==> src/rtl/control_master.sv <==
`default_nettype none
// ============================================================================
// Module   : control_master
// Purpose  : Avalon-MM master that loads a board image into the chess control
//            slave, starts it, polls for done and streams back the moves.
//            Optional macro CTRL_ACK_CLEAR_EN adds a start-clear/ack write.
// Revision : 1.0 - initial release
// ============================================================================
module control_master #(
   parameter int DATA_WIDTH   = 32,
   parameter int ADDR_WIDTH   = 15,
   parameter int READ_CYCLES  = 3,
   parameter int BOARD_BASE   = 2,
   parameter int RESULT_BASE  = 16,
   parameter int MAX_MOVES    = 69,
   parameter int POLL_TIMEOUT = 4096
) (
   input  logic                    clk,
   input  logic                    reset,
   input  logic                    cmd_start,
   input  logic                    board_wr_en,
   input  logic [2:0]              board_wr_addr,
   input  logic [31:0]             board_wr_data,
   output logic [ADDR_WIDTH-1:0]   master_address,
   output logic                    master_read,
   output logic                    master_write,
   output logic [DATA_WIDTH-1:0]   master_writedata,
   output logic [DATA_WIDTH/8-1:0] master_byteenable,
   input  logic [DATA_WIDTH-1:0]   master_readdata,
   output logic                    res_valid,
   input  logic                    res_ready,
   output logic [31:0]             res_data,
   output logic [6:0]              res_index,
   output logic                    busy,
   output logic                    done,
   output logic                    error,
   output logic [6:0]              move_count
);

   localparam logic [3:0] c_st_idle     = 4'd0;
   localparam logic [3:0] c_st_clr_ctrl = 4'd1;
   localparam logic [3:0] c_st_wr_board = 4'd2;
   localparam logic [3:0] c_st_wr_start = 4'd3;
   localparam logic [3:0] c_st_poll     = 4'd4;
   localparam logic [3:0] c_st_rd_count = 4'd5;
   localparam logic [3:0] c_st_rd_move  = 4'd6;
   localparam logic [3:0] c_st_out      = 4'd7;
   localparam logic [3:0] c_st_finish   = 4'd8;
`ifdef CTRL_ACK_CLEAR_EN
   localparam logic [3:0] c_st_ack      = 4'd9;
   localparam logic [3:0] c_st_end      = c_st_ack;
`else
   localparam logic [3:0] c_st_end      = c_st_finish;
`endif

   localparam int c_phase_w = (READ_CYCLES > 1) ? $clog2(READ_CYCLES) : 1;
   localparam int c_poll_w  = $clog2(POLL_TIMEOUT + 1);
   localparam logic [c_phase_w-1:0] c_last_phase = c_phase_w'(READ_CYCLES - 1);
   localparam logic [c_poll_w-1:0]  c_poll_limit = c_poll_w'(POLL_TIMEOUT);
   localparam logic [6:0]           c_max_moves  = 7'(MAX_MOVES);

   logic [3:0]           r_state;
   logic                 r_gap;
   logic [c_phase_w-1:0] r_phase;
   logic [2:0]           r_row;
   logic [6:0]           r_index;
   logic [c_poll_w-1:0]  r_poll_cnt;
   logic                 r_busy;
   logic                 r_done;
   logic                 r_error;
   logic [6:0]           r_move_count;
   logic [31:0]          r_res_data;
   logic [31:0]          r_board [8];
`ifdef CTRL_ACK_CLEAR_EN
   logic                 r_timeout;
`endif

   logic                  w_is_write;
   logic                  w_is_read;
   logic                  w_strobe;
   logic                  w_last_rd;
   logic [ADDR_WIDTH-1:0] w_addr;
   logic [DATA_WIDTH-1:0] w_wdata;
   logic [6:0]            w_cnt_clamped;
   logic [6:0]            w_index_nxt;
   logic [c_poll_w-1:0]   w_poll_nxt;

   // Bus decode; r_gap marks the mandatory idle cycle before each strobe.
   always_comb begin
      w_is_write = 1'b0;
      w_is_read  = 1'b0;
      w_addr     = '0;
      w_wdata    = '0;
      case (r_state)
         c_st_clr_ctrl: w_is_write = 1'b1;
         c_st_wr_board: begin
            w_is_write = 1'b1;
            w_addr     = ADDR_WIDTH'(BOARD_BASE) + ADDR_WIDTH'(r_row);
            w_wdata    = DATA_WIDTH'(r_board[r_row]);
         end
         c_st_wr_start: begin
            w_is_write = 1'b1;
            w_wdata    = DATA_WIDTH'(1);
         end
         c_st_poll:     w_is_read = 1'b1;
         c_st_rd_count: begin
            w_is_read = 1'b1;
            w_addr    = ADDR_WIDTH'(RESULT_BASE);
         end
         c_st_rd_move: begin
            w_is_read = 1'b1;
            w_addr    = ADDR_WIDTH'(RESULT_BASE + 1) + ADDR_WIDTH'(r_index);
         end
`ifdef CTRL_ACK_CLEAR_EN
         c_st_ack: begin
            w_is_write = 1'b1;
            w_wdata    = DATA_WIDTH'(2);
         end
`endif
         default: ;
      endcase
   end

   assign w_strobe      = (w_is_write | w_is_read) & ~r_gap;
   assign w_last_rd     = (r_phase == c_last_phase);
   assign w_cnt_clamped = (master_readdata[6:0] > c_max_moves) ? c_max_moves : master_readdata[6:0];
   assign w_index_nxt   = r_index + 7'd1;
   assign w_poll_nxt    = r_poll_cnt + c_poll_w'(1);

   assign master_write      = w_is_write & ~r_gap;
   assign master_read       = w_is_read & ~r_gap;
   assign master_address    = w_strobe ? w_addr : '0;
   assign master_writedata  = master_write ? w_wdata : '0;
   assign master_byteenable = '1;
   assign res_valid         = (r_state == c_st_out);
   assign res_data          = r_res_data;
   assign res_index         = r_index;
   assign busy              = r_busy;
   assign done              = r_done;
   assign error             = r_error;
   assign move_count        = r_move_count;

   always_ff @(posedge clk or negedge reset) begin
      if (!reset) begin
         for (int i = 0; i < 8; i++) r_board[i] <= '0;
      end else if (board_wr_en && !r_busy) begin
         r_board[board_wr_addr] <= board_wr_data;
      end
   end

   always_ff @(posedge clk or negedge reset) begin
      if (!reset) begin
         r_state      <= c_st_idle;
         r_gap        <= 1'b0;
         r_phase      <= '0;
         r_row        <= '0;
         r_index      <= '0;
         r_poll_cnt   <= '0;
         r_busy       <= 1'b0;
         r_done       <= 1'b0;
         r_error      <= 1'b0;
         r_move_count <= '0;
         r_res_data   <= '0;
`ifdef CTRL_ACK_CLEAR_EN
         r_timeout    <= 1'b0;
`endif
      end else begin
         case (r_state)
            c_st_idle: begin
               if (cmd_start) begin
                  r_state    <= c_st_clr_ctrl;
                  r_gap      <= 1'b0;
                  r_phase    <= '0;
                  r_row      <= '0;
                  r_index    <= '0;
                  r_poll_cnt <= '0;
                  r_busy     <= 1'b1;
                  r_done     <= 1'b0;
                  r_error    <= 1'b0;
`ifdef CTRL_ACK_CLEAR_EN
                  r_timeout  <= 1'b0;
`endif
               end
            end
            c_st_clr_ctrl: begin
               r_state <= c_st_wr_board;
               r_gap   <= 1'b1;
            end
            c_st_wr_board: begin
               if (r_gap) begin
                  r_gap <= 1'b0;
               end else begin
                  r_gap <= 1'b1;
                  r_row <= r_row + 3'd1;
                  if (r_row == 3'd7) r_state <= c_st_wr_start;
               end
            end
            c_st_wr_start: begin
               if (r_gap) begin
                  r_gap <= 1'b0;
               end else begin
                  r_state <= c_st_poll;
                  r_gap   <= 1'b1;
               end
            end
            c_st_poll: begin
               if (r_gap) begin
                  r_gap <= 1'b0;
               end else if (!w_last_rd) begin
                  r_phase <= r_phase + c_phase_w'(1);
               end else begin
                  r_phase <= '0;
                  r_gap   <= 1'b1;
                  if (master_readdata[1]) begin
                     r_state <= c_st_rd_count;
                  end else begin
                     r_poll_cnt <= w_poll_nxt;
                     if (w_poll_nxt == c_poll_limit) begin
`ifdef CTRL_ACK_CLEAR_EN
                        r_timeout <= 1'b1;
                        r_state   <= c_st_ack;
`else
                        r_error   <= 1'b1;
                        r_busy    <= 1'b0;
                        r_gap     <= 1'b0;
                        r_state   <= c_st_idle;
`endif
                     end
                  end
               end
            end
            c_st_rd_count: begin
               if (r_gap) begin
                  r_gap <= 1'b0;
               end else if (!w_last_rd) begin
                  r_phase <= r_phase + c_phase_w'(1);
               end else begin
                  r_phase      <= '0;
                  r_gap        <= 1'b1;
                  r_move_count <= w_cnt_clamped;
                  r_index      <= '0;
                  r_state      <= (w_cnt_clamped == 7'd0) ? c_st_end : c_st_rd_move;
               end
            end
            c_st_rd_move: begin
               if (r_gap) begin
                  r_gap <= 1'b0;
               end else if (!w_last_rd) begin
                  r_phase <= r_phase + c_phase_w'(1);
               end else begin
                  r_phase    <= '0;
                  r_res_data <= master_readdata[31:0];
                  r_state    <= c_st_out;
               end
            end
            c_st_out: begin
               // The OUT cycle itself is the idle bus cycle before the next read.
               if (res_ready) begin
                  r_index <= w_index_nxt;
                  if (w_index_nxt < r_move_count) begin
                     r_state <= c_st_rd_move;
                  end else begin
                     r_state <= c_st_end;
                     r_gap   <= 1'b1;
                  end
               end
            end
`ifdef CTRL_ACK_CLEAR_EN
            c_st_ack: begin
               if (r_gap) begin
                  r_gap <= 1'b0;
               end else if (r_timeout) begin
                  r_timeout <= 1'b0;
                  r_error   <= 1'b1;
                  r_busy    <= 1'b0;
                  r_state   <= c_st_idle;
               end else begin
                  r_state <= c_st_finish;
               end
            end
`endif
            c_st_finish: begin
               r_gap   <= 1'b0;
               r_done  <= 1'b1;
               r_busy  <= 1'b0;
               r_state <= c_st_idle;
            end
            default: begin
               r_gap   <= 1'b0;
               r_busy  <= 1'b0;
               r_state <= c_st_idle;
            end
         endcase
      end
   end

endmodule
`default_nettype wire

==> config.mk <==
export PLATFORM = sky130hd
export DESIGN_NAME = control_master
export DESIGN_NICKNAME = d
export VERILOG_FILES = /design/src/rtl/control_master.sv
export SDC_FILE = /design/constraint.sdc
export NUM_CORES = 1
export LEC_CHECK = 0
export CORE_AREA = 2 2 189 191
export DETAILED_ROUTE_END_ITERATION = 8
export DIE_AREA = 0 0 191 193
export PLACE_DENSITY = 0.66
export SLEW_MARGIN = 25
export SYNTH_ARGS = -nofsm -noshare
export SYNTH_HDL_FRONTEND = slang
export SYNTH_SLANG_ARGS = --single-unit
==> constraint.sdc <==
create_clock -name clk -period 7.4 [get_ports clk]
set_clock_uncertainty 0.05 [all_clocks]
set_input_delay 1.48 -clock clk [delete_from_list [all_inputs] [get_ports clk]]
set_output_delay 1.48 -clock clk [all_outputs]
set_load 0.005 [all_outputs]
## After elaboration in Yosys (flattened, before gate mapping)

Index checks and enable logic that the tools add are counted.

- Equal/unequal tests: 27
- $add $sub $neg: 6
- $lt $le $gt $ge: 5
- Mux-type cells: 69
- Bitwise gates (word level): 8
- Reduce and logical (&&, ||, !) cells: 25

Operator list:

| operator | number |
|---|---|
| $bwmux W256 | 1 |
| $mux W32 | 4 |
| $bmux W32 S3 | 1 |
| $demux W32 S3 | 1 |
| $pmux W32 S2 | 1 |
| $mux W4 | 15 |
| $mux W13 | 4 |
| $mux W7 | 5 |
| $pmux W4 S8 | 1 |
| $ne A2 B2 Y1 const B | 14 |
| $pmux W13 S2 | 1 |
| $pmux W8 S3 | 1 |
| $mux W1 | 21 |
| $pmux W7 S3 | 1 |
| $eq A4 B3 Y1 const B | 4 |
| $mux W15 | 1 |
| $reduce_and A3 Y1 | 5 |
| $add A13 B1 Y13 const B | 1 |
| $eq A13 B13 Y1 const B | 1 |
| $reduce_and A12 Y1 | 1 |
| $reduce_and A6 Y1 | 2 |
| $reduce_and A5 Y1 | 2 |
| $add A5 B7 Y8 const A | 1 |
| $eq A4 B2 Y1 const B | 2 |
| other kinds (35) | 49 |

- Register bits: 328
- Word-level logic and storage cells: 159

## Logic depth before layout (Yosys ltp)

Gate-level depths: netlist (run 1).

- Depth in word-level cells: 7
- Gate-level depth with buffers: 11

## Worst setup path before layout (run 1)

OpenSTA, ideal clock, no wires.

- Path kind: register to output
- Start: register r_row[0]
- End: output master_writedata[15]
- Arrival: 1.805 ns
- Setup slack: 4.065 ns
- Path buffers: 3
- Required time: 5.870 ns
- Cell stages (with the launch flop): 7
- Path through: dfrtp_1 -> clkbuf_1 -> buf_2 -> buf_2 -> mux4_2 -> mux2i_1 -> nor2_1

- Cells in the longest elaborated chain, start to end: 6

RTL lines:

| what | RTL line | RTL |
|---|---|---|
| start, declared | 65 | `logic [2:0] r_row;` |
| start signal, assigned | 194 | `r_row <= r_row + 3'd1;` |
| $not A3 Y4 (implied by the code) | 99 | `w_wdata = DATA_WIDTH'(r_board[r_row]);` |
| $bmux W32 S3 | 99 |  |
| $mux W32 (implied by the code) (2 in a row) | 99 |  |
| $pmux W32 S2 | 94 | `case (r_state)` |
| $mux W32 | 133 | `assign master_writedata = master_write ? w_wdata : '0;` |
| end, declared | 27 | `output logic [DATA_WIDTH-1:0] master_writedata,` |

Every way passes these cells. The select of a mux whose other input is x is not followed.

## Worst setup path after layout (run 1)

- Start: register r_state[1]
- End: output master_writedata[1]

- Cells in the longest elaborated chain, start to end: 5
- Elaborated cells between the ends (all ways): 8
- Classes of those cells: 3 x eq/ne; 3 x mux; 1 x bitwise; 1 x reduce/logical

RTL lines:

| what | RTL line | RTL |
|---|---|---|
| start, declared | 62 | `logic [3:0] r_state;` |
| start signal, assigned | 153 | `r_state <= c_st_idle;` |
| start signal, assigned | 171 | `r_state <= c_st_clr_ctrl;` |
| start signal, assigned | 186 | `r_state <= c_st_wr_board;` |
| $eq A4 B2 Y1 / $eq A4 B1 Y1 (equally long branches) | 94 |  |
| $reduce_or A3 Y1 (no line) | -- |  |
| $mux W1 | 94 |  |
| $and A1 B1 Y1 | 130 | `assign master_write = w_is_write & ~r_gap;` |
| $mux W32 * | 133 |  |

Mark *: on every way between the ends. The rest lies on a longest branch, timed or not.

==> impl_metrics.prom, run 1 <==
# TYPE chip_impl_metric gauge
chip_impl_metric{name="timing_hold_violations_final",unit=""} 0
chip_impl_metric{name="p_comb_share",unit="%"} 32.4
chip_impl_info{name="layout_common_cells",value="sky130_fd_sc_hd__dfrtp_1 (325), sky130_fd_sc_hd__mux2_2 (285), sky130_fd_sc_hd__clkdlybuf4s50_1 (162)"} 1
chip_impl_metric{name="rows",unit=""} 69
chip_impl_metric{name="setup-tns-final",unit="ns"} 0
chip_impl_metric{name="async_flop_share",unit="%"} 100
chip_impl_info{name="hold_path.startpoint",value="r_board[41]"} 1
chip_impl_info{name="library_cell_used_as_clock_root_buffer",value="sky130_fd_sc_hd__clkbuf_16"} 1
chip_impl_metric{name="numClockSinks",unit=""} 328
chip_impl_metric{name="routed_vias",unit=""} 9652
chip_impl_metric{name="synth_enable_flop_cells",unit=""} 0
chip_impl_metric{name="syn-instance-count",unit=""} 1111
chip_impl_metric{name="clkSlewWorstSetupHoldPaths",unit="ns"} 0.06
chip_impl_metric{name="timing.max_cap.violations",unit=""} 0
chip_impl_metric{name="critPathMaxFanout",unit=""} 36
chip_impl_info{name="min-delay-path-class",value="flip-flop to flip-flop"} 1
chip_impl_metric{name="num_antenna_cells",unit=""} 0
chip_impl_metric{name="drive_above_1_share",unit="%"} 34.6
chip_impl_info{name="worstReg2RegStart",value="res_index[0]"} 1
chip_impl_metric{name="hpwlAfterDp",unit="µm"} 20800
chip_impl_info{name="layout_commonest_cell",value="sky130_fd_sc_hd__dfrtp_1"} 1
chip_impl_metric{name="post_synth.cell_area_avg",unit="µm²"} 14.0
chip_impl_metric{name="htreeDepth",unit=""} 2
chip_impl_metric{name="placeableCoreArea",unit="µm²"} 35000
chip_impl_metric{name="cts_setup_buffers",unit=""} 0
chip_impl_metric{name="slew_violations",unit=""} 0
chip_impl_metric{name="detailedRoute.firstIterationViolations",unit=""} 611
chip_impl_metric{name="maximum_single_stage_delay_on_the_critical_path",unit="ns"} 0.67
chip_impl_metric{name="post_synthesis_sequential_area_ratio",unit="%"} 52.9
chip_impl_info{name="critPathSlowestCell",value="sky130_fd_sc_hd__dfrtp_1"} 1
chip_impl_metric{name="netlist-cell-type-count",unit=""} 65
chip_impl_info{name="tritoncts",value="built"} 1
chip_impl_metric{name="cellPowerDensity",unit="nW/µm²"} 394
chip_impl_metric{name="ioPinCount",unit=""} 175
chip_impl_metric{name="postSynthRegisterBits",unit=""} 328
chip_impl_metric{name="grt.total_usage",unit="%"} 19.0
chip_impl_metric{name="grt.overflow.total",unit=""} 0
chip_impl_metric{name="floorplan.initialDensity",unit="%"} 44.4
chip_impl_metric{name="routedWlPerCell",unit="µm"} 19.7
chip_impl_info{name="synthFlopType",value="sky130_fd_sc_hd__dfrtp_1"} 1
chip_impl_metric{name="peakVddDrop",unit="V"} 0.000207
chip_impl_info{name="path_class",value="flip-flop to output pin"} 1
chip_impl_metric{name="min_period_over_period",unit="%"} 67.0
chip_impl_metric{name="cts_buffers",unit=""} 37
chip_impl_metric{name="yosys_warnings",unit=""} 0
chip_impl_metric{name="detailedRoute.firstPassIterationCount",unit=""} 5
chip_impl_info{name="critPathLaunch",value="r_state[1]"} 1
chip_impl_metric{name="viasPerCell",unit=""} 5.54
chip_impl_metric{name="post_synth_instance_area",unit="µm²"} 15500
chip_impl_metric{name="place.port_buffers",unit=""} 163
chip_impl_metric{name="die-area",unit="µm²"} 36900
chip_impl_metric{name="post-route-util",unit="%"} 53.5
chip_impl_metric{name="maximum_number_of_pins_on_one_net_before_global_route_repair",unit=""} 159
chip_impl_metric{name="place.gp.congestion",unit=""} 0.834
chip_impl_metric{name="cell_internal_pwr",unit="mW"} 5.19
chip_impl_metric{name="clockBufferDepth",unit=""} 3
chip_impl_metric{name="report.power.total",unit="mW"} 7.36
chip_impl_info{name="path_cells",value="nor2b_1 > nand2_2 > nor2_1 > clkdlybuf4s50_1"} 1
chip_impl_metric{name="seq_power_share",unit="%"} 43.5
chip_impl_metric{name="grt_pass1_vias",unit=""} 9900
chip_impl_metric{name="number_of_gates_given_a_new_drive_strength_after_cts",unit=""} 0
chip_impl_metric{name="holdBufCountCts",unit=""} 0
chip_impl_metric{name="syn2layout_area_growth",unit="%"} 20.6
chip_impl_metric{name="timing.final.crit_period",unit="ns"} 4.96
chip_impl_metric{name="netSwitchingFraction",unit="%"} 29.4
chip_impl_metric{name="arrival",unit="ns"} 3.43
chip_impl_metric{name="relSlewSlack",unit="%"} 36.2
chip_impl_metric{name="tightest_slew",unit="ns"} 0.957
chip_impl_info{name="rsz0062_at_grt",value="no"} 1
chip_impl_metric{name="clock_latency_at_the_later_pin_of_the_worst_skew_pair",unit="ns"} 0.51
chip_impl_metric{name="grt_first_pass_wirelength",unit="µm"} 54900
chip_impl_info{name="startpoint_type",value="flip-flop"} 1
chip_impl_metric{name="clock_power_share",unit="%"} 24.1
chip_impl_metric{name="worst-endpoint-required",unit="ns"} 5.87
chip_impl_metric{name="final_net_count",unit=""} 1340
chip_impl_info{name="setup.worst_path.end_class",value="output pin"} 1
chip_impl_metric{name="die_y",unit="µm"} 193
chip_impl_metric{name="totalWireLength",unit="µm"} 34400
chip_impl_metric{name="final-setup-viol-count",unit=""} 0
chip_impl_metric{name="static-leakage-power",unit="nW"} 8.34
chip_impl_metric{name="ff2ff_setup_slack",unit="ns"} 4.37
chip_impl_info{name="outcome",value="completed"} 1
chip_impl_metric{name="die-width",unit="µm"} 191
chip_impl_metric{name="route.antenna.remaining_nets",unit=""} 0
chip_impl_metric{name="maxClockFrequency",unit="MHz"} 202
chip_impl_metric{name="p_switching",unit="mW"} 2.17
chip_impl_metric{name="remaining_drc_errors",unit=""} 0
chip_impl_metric{name="grt_antenna_before_repair",unit=""} 2
stage by stage:
stage | setup WS [ns] | hold WS, ns | instances | instance area [µm²]
2_1_floorplan | 4.06 | 0.402 | 1120 | 15500
3_3_place_gp | 2.85 | 0.416 | 1677 | 17500
3_5_place_dp | 2.87 | 0.420 | 1677 | 17500
4_1_cts | 2.32 | 0.433 | 1742 | 18700
5_1_grt | 2.25 | 0.458 | 1743 | 18700
6_report | 2.44 | 0.439 | 1743 | 18700
critical path, delay by kind of cell, from the launching register on:
kind / cells / cell delay, ns
flops: 1 / 0.67
buf+inv: 1 / 0.57
simple gates: 3 / 1.66
cell type report:
type                    instances  area, µm²
multi-input cells             700       6910
fillers                      2936      16300
clock buffers                  50       1030
repair buffers                176       1770
well taps                     461        577
inverters                      13       48.8
flip-flops and latches        328       8220
clock inverters                15        145
layer usage:
metal	up-vias	global-route usage, %	share of wire (%)
met2	180	30.7	48
li1	4354	-	-
met5	-	0	0.079
met1	5058	27.1	46
met4	4	4.20	1.8
met3	56	3.22	4.5
logic make-up (layout without fill, tap and decap cells):
kind of cell	after synthesis	count (layout)	share of synthesized area (%)
flops	328	328	52.9
fa+ha+maj	12	12	0.968
mux	385	385	32.4
simple gates	190	190	6.16
xor+xnor	11	11	0.621
buf+inv	92	254	2.99
compound gates	91	91	3.91
other cells	2	11	0.0484
synthesized netlist by cell type, types with 4 or more instances:
cell                       number  area (µm²)
sky130_fd_sc_hd__dfrtp_1      328        8210
sky130_fd_sc_hd__mux2_2       285        3210
sky130_fd_sc_hd__nor2_1        68         255
sky130_fd_sc_hd__mux4_2        64        1440
sky130_fd_sc_hd__nand2_1       42         158
sky130_fd_sc_hd__o21ai_0       42         210
sky130_fd_sc_hd__clkbuf_1      33         124
sky130_fd_sc_hd__mux2i_1       31         310
sky130_fd_sc_hd__buf_2         20         100
sky130_fd_sc_hd__nand3_1       20         100
sky130_fd_sc_hd__inv_1         13        48.8
sky130_fd_sc_hd__ha_1          12         150
sky130_fd_sc_hd__buf_4         11        82.6
sky130_fd_sc_hd__nor3_1        11        55.1
sky130_fd_sc_hd__buf_1          9        33.8
sky130_fd_sc_hd__nor2b_1        8        50.1
sky130_fd_sc_hd__a211oi_1       7        52.6
sky130_fd_sc_hd__nand3b_1       6        45.0
sky130_fd_sc_hd__xor2_1         6        52.6
sky130_fd_sc_hd__a21oi_1        5        25.0
sky130_fd_sc_hd__a31oi_1        5        31.3
sky130_fd_sc_hd__o31ai_1        5        37.5
sky130_fd_sc_hd__xnor2_1        5        43.8
sky130_fd_sc_hd__and3_1         4        25.0
sky130_fd_sc_hd__mux2_1         4        45.0
sky130_fd_sc_hd__nand4_1        4        25.0
sky130_fd_sc_hd__nor4_1         4        25.0
sky130_fd_sc_hd__or3_1          4        25.0
power groups by stage:
stage / Sequential, mW / Combinational (mW) / Clock [mW]
6_report: 3.20 / 2.38 / 1.78
4_1_cts: 3.25 / 2.36 / 1.82
3_3_place_gp: 3.23 / 2.30 / 0
2_1_floorplan: 2.96 / 1.82 / 0
3_5_place_dp: 3.27 / 2.35 / 0
5_1_grt: 3.32 / 2.59 / 1.91
sequential cells by signal (all words and copies together) (netlist names):
signal,flops
r_poll_cnt,13
error,1
r_row,3
busy,1
move_count,7
done,1
res_data,32
r_state,4
res_index,7
r_gap,1
r_board,256
r_phase,2
path summary, 6_finish.rpt:
kind,end,cells past startpoint
max in group asynchronous,r_board[71],2
min in group asynchronous,r_board[56],1
max,master_writedata[1],4
min reg2reg,r_board[41],1
min,r_board[41],1
max reg2reg,r_state[2],10
Power figures use the tool's default switching activity.
==> run 2: changes to the inputs <==
==> constraint.sdc (replaced) <==
create_clock -name clk -period 5.1 [get_ports clk]
set_clock_uncertainty 0.05 [all_clocks]
set_input_delay 1.02 -clock clk [delete_from_list [all_inputs] [get_ports clk]]
set_output_delay 1.02 -clock clk [all_outputs]
set_load 0.005 [all_outputs]
==> impl_metrics.prom, run 2 (synthesized netlist as in run 1, its figures left out) <==
# TYPE chip_impl_metric gauge
chip_impl_info{name="outcome",value="completed"} 1
chip_impl_metric{name="arrival",unit="ns"} 3.26
chip_impl_metric{name="detailedRoute.firstIterationViolations",unit=""} 800
chip_impl_metric{name="cellPowerDensity",unit="nW/µm²"} 572
chip_impl_metric{name="timing_hold_violations_final",unit=""} 0
chip_impl_info{name="rsz0062_at_grt",value="no"} 1
chip_impl_metric{name="p_comb_share",unit="%"} 32.9
chip_impl_metric{name="drive_above_1_share",unit="%"} 34.4
chip_impl_metric{name="final_net_count",unit=""} 1341
chip_impl_metric{name="clock_power_share",unit="%"} 24.0
chip_impl_metric{name="totalWireLength",unit="µm"} 34400
chip_impl_metric{name="tightest_slew",unit="ns"} 0.985
chip_impl_metric{name="cts_setup_buffers",unit=""} 0
chip_impl_info{name="startpoint_type",value="flip-flop"} 1
chip_impl_info{name="setup.worst_path.end_class",value="output pin"} 1
chip_impl_info{name="layout_commonest_cell",value="sky130_fd_sc_hd__dfrtp_1"} 1
chip_impl_metric{name="ioPinCount",unit=""} 175
chip_impl_info{name="path_cells",value="nor2b_1 > nand2_2 > nor2_1 > clkdlybuf4s50_1"} 1
chip_impl_metric{name="hold_ws",unit="ns"} 0.439
chip_impl_metric{name="number_of_gates_given_a_new_drive_strength_after_cts",unit=""} 0
chip_impl_info{name="path_class",value="flip-flop to output pin"} 1
chip_impl_metric{name="finish.cell_count_without_fillers",unit=""} 1740
chip_impl_info{name="critPathLaunch",value="r_state[1]"} 1
chip_impl_metric{name="peakVddDrop",unit="V"} 0.000296
chip_impl_metric{name="grt_antenna_before_repair",unit=""} 1
chip_impl_metric{name="placeableCoreArea",unit="µm²"} 35000
chip_impl_metric{name="remaining_drc_errors",unit=""} 0
chip_impl_metric{name="syn2layout_area_growth",unit="%"} 20.7
chip_impl_metric{name="clock_latency_at_the_later_pin_of_the_worst_skew_pair",unit="ns"} 0.53
chip_impl_info{name="worstReg2RegStart",value="res_index[0]"} 1
chip_impl_metric{name="holdBufCountCts",unit=""} 0
chip_impl_metric{name="grt_first_pass_wirelength",unit="µm"} 54900
chip_impl_metric{name="critPathMaxFanout",unit=""} 36
chip_impl_info{name="min-delay-path-class",value="input port to asynchronous set/reset pin"} 1
chip_impl_metric{name="grt_pass1_vias",unit=""} 9697
chip_impl_metric{name="maxClockFrequency",unit="MHz"} 231
chip_impl_metric{name="hpwlAfterDp",unit="µm"} 21000
chip_impl_metric{name="timing.final.crit_period",unit="ns"} 4.33
chip_impl_metric{name="rows",unit=""} 69
chip_impl_metric{name="slew_violations",unit=""} 0
chip_impl_metric{name="num_antenna_cells",unit=""} 0
chip_impl_metric{name="maximum_number_of_pins_on_one_net_before_global_route_repair",unit=""} 113
chip_impl_info{name="critPathTopFamily",value="simple AND/OR/NAND/NOR gates"} 1
chip_impl_info{name="library_cell_used_as_clock_root_buffer",value="sky130_fd_sc_hd__clkbuf_16"} 1
chip_impl_metric{name="viasPerCell",unit=""} 5.48
chip_impl_metric{name="netSwitchingFraction",unit="%"} 29.5
chip_impl_metric{name="critical_path.n_buffers_inverters",unit=""} 1
chip_impl_metric{name="die_y",unit="µm"} 193
chip_impl_metric{name="place.gp.congestion",unit=""} 0.855
chip_impl_metric{name="total_of_fill_cells_in_the_finished_design",unit=""} 2963
chip_impl_metric{name="route.antenna.remaining_nets",unit=""} 0
chip_impl_metric{name="largest_register_ff_count",unit=""} 256
chip_impl_metric{name="post-place-ws",unit="ns"} 1.28
chip_impl_info{name="top_register",value="r_board"} 1
chip_impl_metric{name="ff2ff_setup_slack",unit="ns"} 2.05
chip_impl_metric{name="timing.max_cap.violations",unit=""} 0
chip_impl_metric{name="die-area",unit="µm²"} 36900
chip_impl_metric{name="seq_power_share",unit="%"} 43.1
chip_impl_metric{name="routed_vias",unit=""} 9531
chip_impl_metric{name="die-width",unit="µm"} 191
chip_impl_metric{name="setup_ws",unit="ns"} 0.774
chip_impl_metric{name="floorplan.initialDensity",unit="%"} 44.4
chip_impl_metric{name="grt.overflow.total",unit=""} 0
chip_impl_info{name="layout_common_cells",value="sky130_fd_sc_hd__dfrtp_1 (325), sky130_fd_sc_hd__mux2_2 (285), sky130_fd_sc_hd__clkdlybuf4s50_1 (162)"} 1
chip_impl_metric{name="static-leakage-power",unit="nW"} 8.35
chip_impl_metric{name="final-setup-viol-count",unit=""} 0
chip_impl_metric{name="worst-endpoint-required",unit="ns"} 4.03
chip_impl_metric{name="htreeDepth",unit=""} 2
chip_impl_metric{name="grt.total_usage",unit="%"} 19.2
chip_impl_metric{name="maximum_single_stage_delay_on_the_critical_path",unit="ns"} 0.70
chip_impl_metric{name="placed_instances",unit=""} 1679
chip_impl_metric{name="clkSlewWorstSetupHoldPaths",unit="ns"} 0.06
chip_impl_metric{name="cell_internal_pwr",unit="mW"} 7.54
chip_impl_metric{name="relSlewSlack",unit="%"} 34.1
chip_impl_metric{name="report.power.total",unit="mW"} 10.7
chip_impl_metric{name="min_period_over_period",unit="%"} 84.8
chip_impl_metric{name="setup-tns-final",unit="ns"} 0
chip_impl_metric{name="cts_buffers",unit=""} 37
chip_impl_metric{name="place.port_buffers",unit=""} 163
chip_impl_metric{name="numClockSinks",unit=""} 328
chip_impl_metric{name="p_switching",unit="mW"} 3.16
chip_impl_info{name="tritoncts",value="built"} 1
chip_impl_metric{name="routedWlPerCell",unit="µm"} 19.8
chip_impl_metric{name="clockBufferDepth",unit=""} 3
chip_impl_info{name="critPathSlowestCell",value="sky130_fd_sc_hd__nand2_2"} 1
chip_impl_metric{name="detailedRoute.firstPassIterationCount",unit=""} 5
[run 2: metal layers]
| layer | GRT usage, % | vias to the layer above | share of wire (%) |
|---|---|---|---|
| met1 | 27.3 | 4906 | 46 |
| met3 | 3.67 | 53 | 5.2 |
| met5 | 0 | - | 0.038 |
| met4 | 4.95 | 2 | 1.9 |
| li1 | - | 4346 | - |
| met2 | 30.4 | 224 | 47 |
[run 2: path summary, 6_finish.rpt]
kind                                   endpoint  depth (start not counted)
setup / recovery           master_writedata[19]                          4
hold / removal                      r_board[23]                          1
setup reg to reg                     r_state[2]                         11
hold reg to reg                     r_board[37]                          1
max in group asynchronous          r_board[194]                          2
min in group clk                    r_board[37]                          1
[run 2: power by group through the flow]
| stage | Sequential [mW] | Clock (mW) | Combinational (mW) |
|---|---|---|---|
| final | 4.61 | 2.57 | 3.52 |
| after global routing | 4.78 | 2.76 | 3.84 |
| after CTS | 4.62 | 2.63 | 3.58 |
| after detailed placement | 4.65 | 0 | 3.56 |
| after global placement | 4.59 | 0 | 3.49 |
| after floorplan | 4.29 | 0 | 2.64 |
[run 2: stage by stage]
step	util (%)	cell area [µm²]
3_5_place_dp	50.2	17500
6_report	53.5	18700
2_1_floorplan	-	15500
5_1_grt	53.5	18700
4_1_cts	53.5	18700
3_3_place_gp	50.1	17500
[run 2: final cells by class]
class	count	area (µm²)	share of cell area, %
Clock buffer	54	1090	5.82
Sequential cell	328	8210	43.9
Multi-Input combinational cell	700	6910	36.9
Inverter	13	48.8	0.261
Clock inverter	7	88.8	0.475
Timing Repair Buffer	177	1790	9.57
Tap cell	461	577	3.08
==> run 3: changes to the inputs <==
==> constraint.sdc (replaced) <==
create_clock -name clk -period 4.4 [get_ports clk]
set_clock_uncertainty 0.05 [all_clocks]
set_input_delay 0.88 -clock clk [delete_from_list [all_inputs] [get_ports clk]]
set_output_delay 0.88 -clock clk [all_outputs]
set_load 0.005 [all_outputs]
==> impl_metrics.prom, run 3 (synthesized netlist as in run 1, its figures left out) <==
# TYPE chip_impl_metric gauge
chip_impl_metric{name="place.gp.congestion",unit=""} 0.833
chip_impl_metric{name="place.port_buffers",unit=""} 163
chip_impl_metric{name="cts_buffers",unit=""} 38
chip_impl_metric{name="worst-endpoint-required",unit="ns"} 3.47
chip_impl_metric{name="timing.max_cap.violations",unit=""} 0
chip_impl_metric{name="final-setup-viol-count",unit=""} 0
chip_impl_metric{name="htreeDepth",unit=""} 2
chip_impl_metric{name="maximum_single_stage_delay_on_the_critical_path",unit="ns"} 0.66
chip_impl_info{name="startpoint_type",value="flip-flop"} 1
chip_impl_metric{name="clockBufferDepth",unit=""} 3
chip_impl_metric{name="detailedRoute.firstIterationViolations",unit=""} 552
chip_impl_metric{name="final_net_count",unit=""} 1354
chip_impl_metric{name="setup_ws",unit="ns"} 0.553
chip_impl_metric{name="hpwlAfterDp",unit="µm"} 21800
chip_impl_metric{name="multiInputGateArea",unit="µm²"} 6900
chip_impl_metric{name="relSlewSlack",unit="%"} 45.0
chip_impl_info{name="top_register",value="r_board"} 1
chip_impl_metric{name="die-area",unit="µm²"} 36900
chip_impl_metric{name="cellPowerDensity",unit="nW/µm²"} 666
chip_impl_metric{name="placeableCoreArea",unit="µm²"} 35000
chip_impl_metric{name="maximum_number_of_pins_on_one_net_before_global_route_repair",unit=""} 100
chip_impl_metric{name="clkSlewWorstSetupHoldPaths",unit="ns"} 0.06
chip_impl_info{name="tritoncts",value="built"} 1
chip_impl_metric{name="routedWlPerCell",unit="µm"} 19.6
chip_impl_metric{name="number_of_gates_given_a_new_drive_strength_after_cts",unit=""} 0
chip_impl_metric{name="tightest_slew",unit="ns"} 0.822
chip_impl_metric{name="slew_violations",unit=""} 0
chip_impl_metric{name="total_of_fill_cells_in_the_finished_design",unit=""} 2905
chip_impl_metric{name="die_y",unit="µm"} 193
chip_impl_metric{name="grt.overflow.total",unit=""} 0
chip_impl_info{name="min-delay-path-class",value="input port to asynchronous set/reset pin"} 1
chip_impl_metric{name="numClockSinks",unit=""} 328
chip_impl_info{name="library_cell_used_as_clock_root_buffer",value="sky130_fd_sc_hd__clkbuf_16"} 1
chip_impl_metric{name="drive_above_1_share",unit="%"} 35.4
chip_impl_info{name="rsz0062_at_grt",value="no"} 1
chip_impl_metric{name="peakVddDrop",unit="V"} 0.000355
chip_impl_metric{name="clock_latency_at_the_later_pin_of_the_worst_skew_pair",unit="ns"} 0.52
chip_impl_info{name="outcome",value="completed"} 1
chip_impl_metric{name="holdBufCountCts",unit=""} 0
chip_impl_metric{name="maxClockFrequency",unit="MHz"} 260
chip_impl_metric{name="finish.cell_count_without_fillers",unit=""} 1759
chip_impl_metric{name="cts_setup_buffers",unit=""} 0
chip_impl_info{name="path_cells",value="nor2b_1 > nand2_2 > buf_4 > nor2_1 > clkdlybuf4s50_1"} 1
chip_impl_metric{name="worst_reg_to_reg_path_cell_count",unit=""} 11
chip_impl_metric{name="arrival",unit="ns"} 2.92
chip_impl_metric{name="syn2layout_area_growth",unit="%"} 22.2
chip_impl_metric{name="remaining_drc_errors",unit=""} 0
chip_impl_metric{name="static-leakage-power",unit="nW"} 8.46
chip_impl_info{name="layout_common_cells",value="sky130_fd_sc_hd__dfrtp_1 (325), sky130_fd_sc_hd__mux2_2 (285), sky130_fd_sc_hd__clkdlybuf4s50_1 (162)"} 1
chip_impl_metric{name="die-width",unit="µm"} 191
chip_impl_metric{name="detailedRoute.firstPassIterationCount",unit=""} 6
chip_impl_metric{name="route.antenna.remaining_nets",unit=""} 0
chip_impl_metric{name="placed_instances",unit=""} 1691
chip_impl_metric{name="grt_pass1_vias",unit=""} 9988
chip_impl_metric{name="min_period_over_period",unit="%"} 87.4
chip_impl_info{name="path_class",value="flip-flop to output pin"} 1
chip_impl_metric{name="totalWireLength",unit="µm"} 34400
chip_impl_metric{name="largest_register_ff_count",unit=""} 256
chip_impl_info{name="critPathSlowestCell",value="sky130_fd_sc_hd__dfrtp_1"} 1
chip_impl_info{name="layout_commonest_cell",value="sky130_fd_sc_hd__dfrtp_1"} 1
chip_impl_metric{name="critPathMaxFanout",unit=""} 22
chip_impl_metric{name="grt_antenna_before_repair",unit=""} 0
chip_impl_metric{name="viasPerCell",unit=""} 5.46
chip_impl_metric{name="floorplan.initialDensity",unit="%"} 44.4
chip_impl_metric{name="ioPinCount",unit=""} 175
chip_impl_metric{name="grt.total_usage",unit="%"} 19.3
chip_impl_metric{name="post-place-ws",unit="ns"} 1.05
chip_impl_metric{name="timing.final.crit_period",unit="ns"} 3.85
chip_impl_metric{name="rows",unit=""} 69
chip_impl_metric{name="grt_first_pass_wirelength",unit="µm"} 55700
chip_impl_metric{name="num_antenna_cells",unit=""} 0
chip_impl_metric{name="seq_area",unit="µm²"} 8210
chip_impl_metric{name="timing_hold_violations_final",unit=""} 0
chip_impl_metric{name="routed_vias",unit=""} 9603
chip_impl_metric{name="setup-tns-final",unit="ns"} 0
chip_impl_info{name="setup.worst_path.end_class",value="output pin"} 1
-- run 3: changes by cell type in the layout (fill, tap and decap cells not counted), moves of 2 or more --
cell,delta
sky130_fd_sc_hd__buf_12,+3
sky130_fd_sc_hd__buf_4,+9
sky130_fd_sc_hd__bufinv_16,+2
sky130_fd_sc_hd__clkbuf_16,+2
sky130_fd_sc_hd__clkinv_2,+4
sky130_fd_sc_hd__clkinv_8,-2
-- run 3: cell type report --
| cell class | count | share of cell area [%] |
|---|---|---|
| Tap cell | 461 | 3.04 |
| Multi-Input combinational cell | 700 | 36.4 |
| Clock inverter | 11 | 0.785 |
| Clock buffer | 57 | 6.09 |
| Sequential cell | 328 | 43.3 |
| Timing Repair Buffer | 189 | 10.1 |
| Inverter | 13 | 0.257 |
-- run 3: per-layer routing --
| layer | vias up | wire length [µm] | part of all wire [%] | GRT usage (%) |
|---|---|---|---|---|
| li1 | 4384 | - | - | - |
| met1 | 4973 | 15900 | 46 | 27.2 |
| met2 | 206 | 16400 | 48 | 31.5 |
| met3 | 40 | 1610 | 4.7 | 3.15 |
| met4 | 0 | 554 | 1.6 | 4.92 |
| met5 | - | 0 | 0 | 0 |
-- run 3: path summary, 6_finish.rpt --
kind,startpoint,endpoint,slack [ns]
worst max-delay path,r_state[1],master_writedata[20],0.55
worst min-delay path,reset,r_board[215],0.33
worst max register to register,res_index[0],r_state[2],1.26
worst min register to register,res_data[1],res_data[1],0.43
max in group asynchronous,reset,res_data[27],2.93
min in group clk,res_data[1],res_data[1],0.43
-- run 3: metrics by stage --
step / power (mW) / util [%] / cell area (µm²) / hold WS [ns]
3_3_place_gp: 9.36 / 50.5 / 17700 / 0.417
3_5_place_dp: 9.49 / 50.5 / 17700 / 0.422
6_report: 12.6 / 54.2 / 19000 / 0.326
5_1_grt: 13.4 / 54.2 / 19000 / 0.396
2_1_floorplan: 8.04 / - / 15500 / 0.402
4_1_cts: 12.8 / 54.2 / 19000 / 0.383
-- run 3: worst max-delay path: cells and delay by family (launching register included) --
kind	cells	cell delay, ns
flops	1	0.66
buf+inv	2	0.82
simple gates	3	0.92
-- run 3: report_power, final --
part | internal [mW] | switching [mW]
Clock | 1.99 | 1.22
Combinational | 2.57 | 1.50
Sequential | 4.42 | 0.913
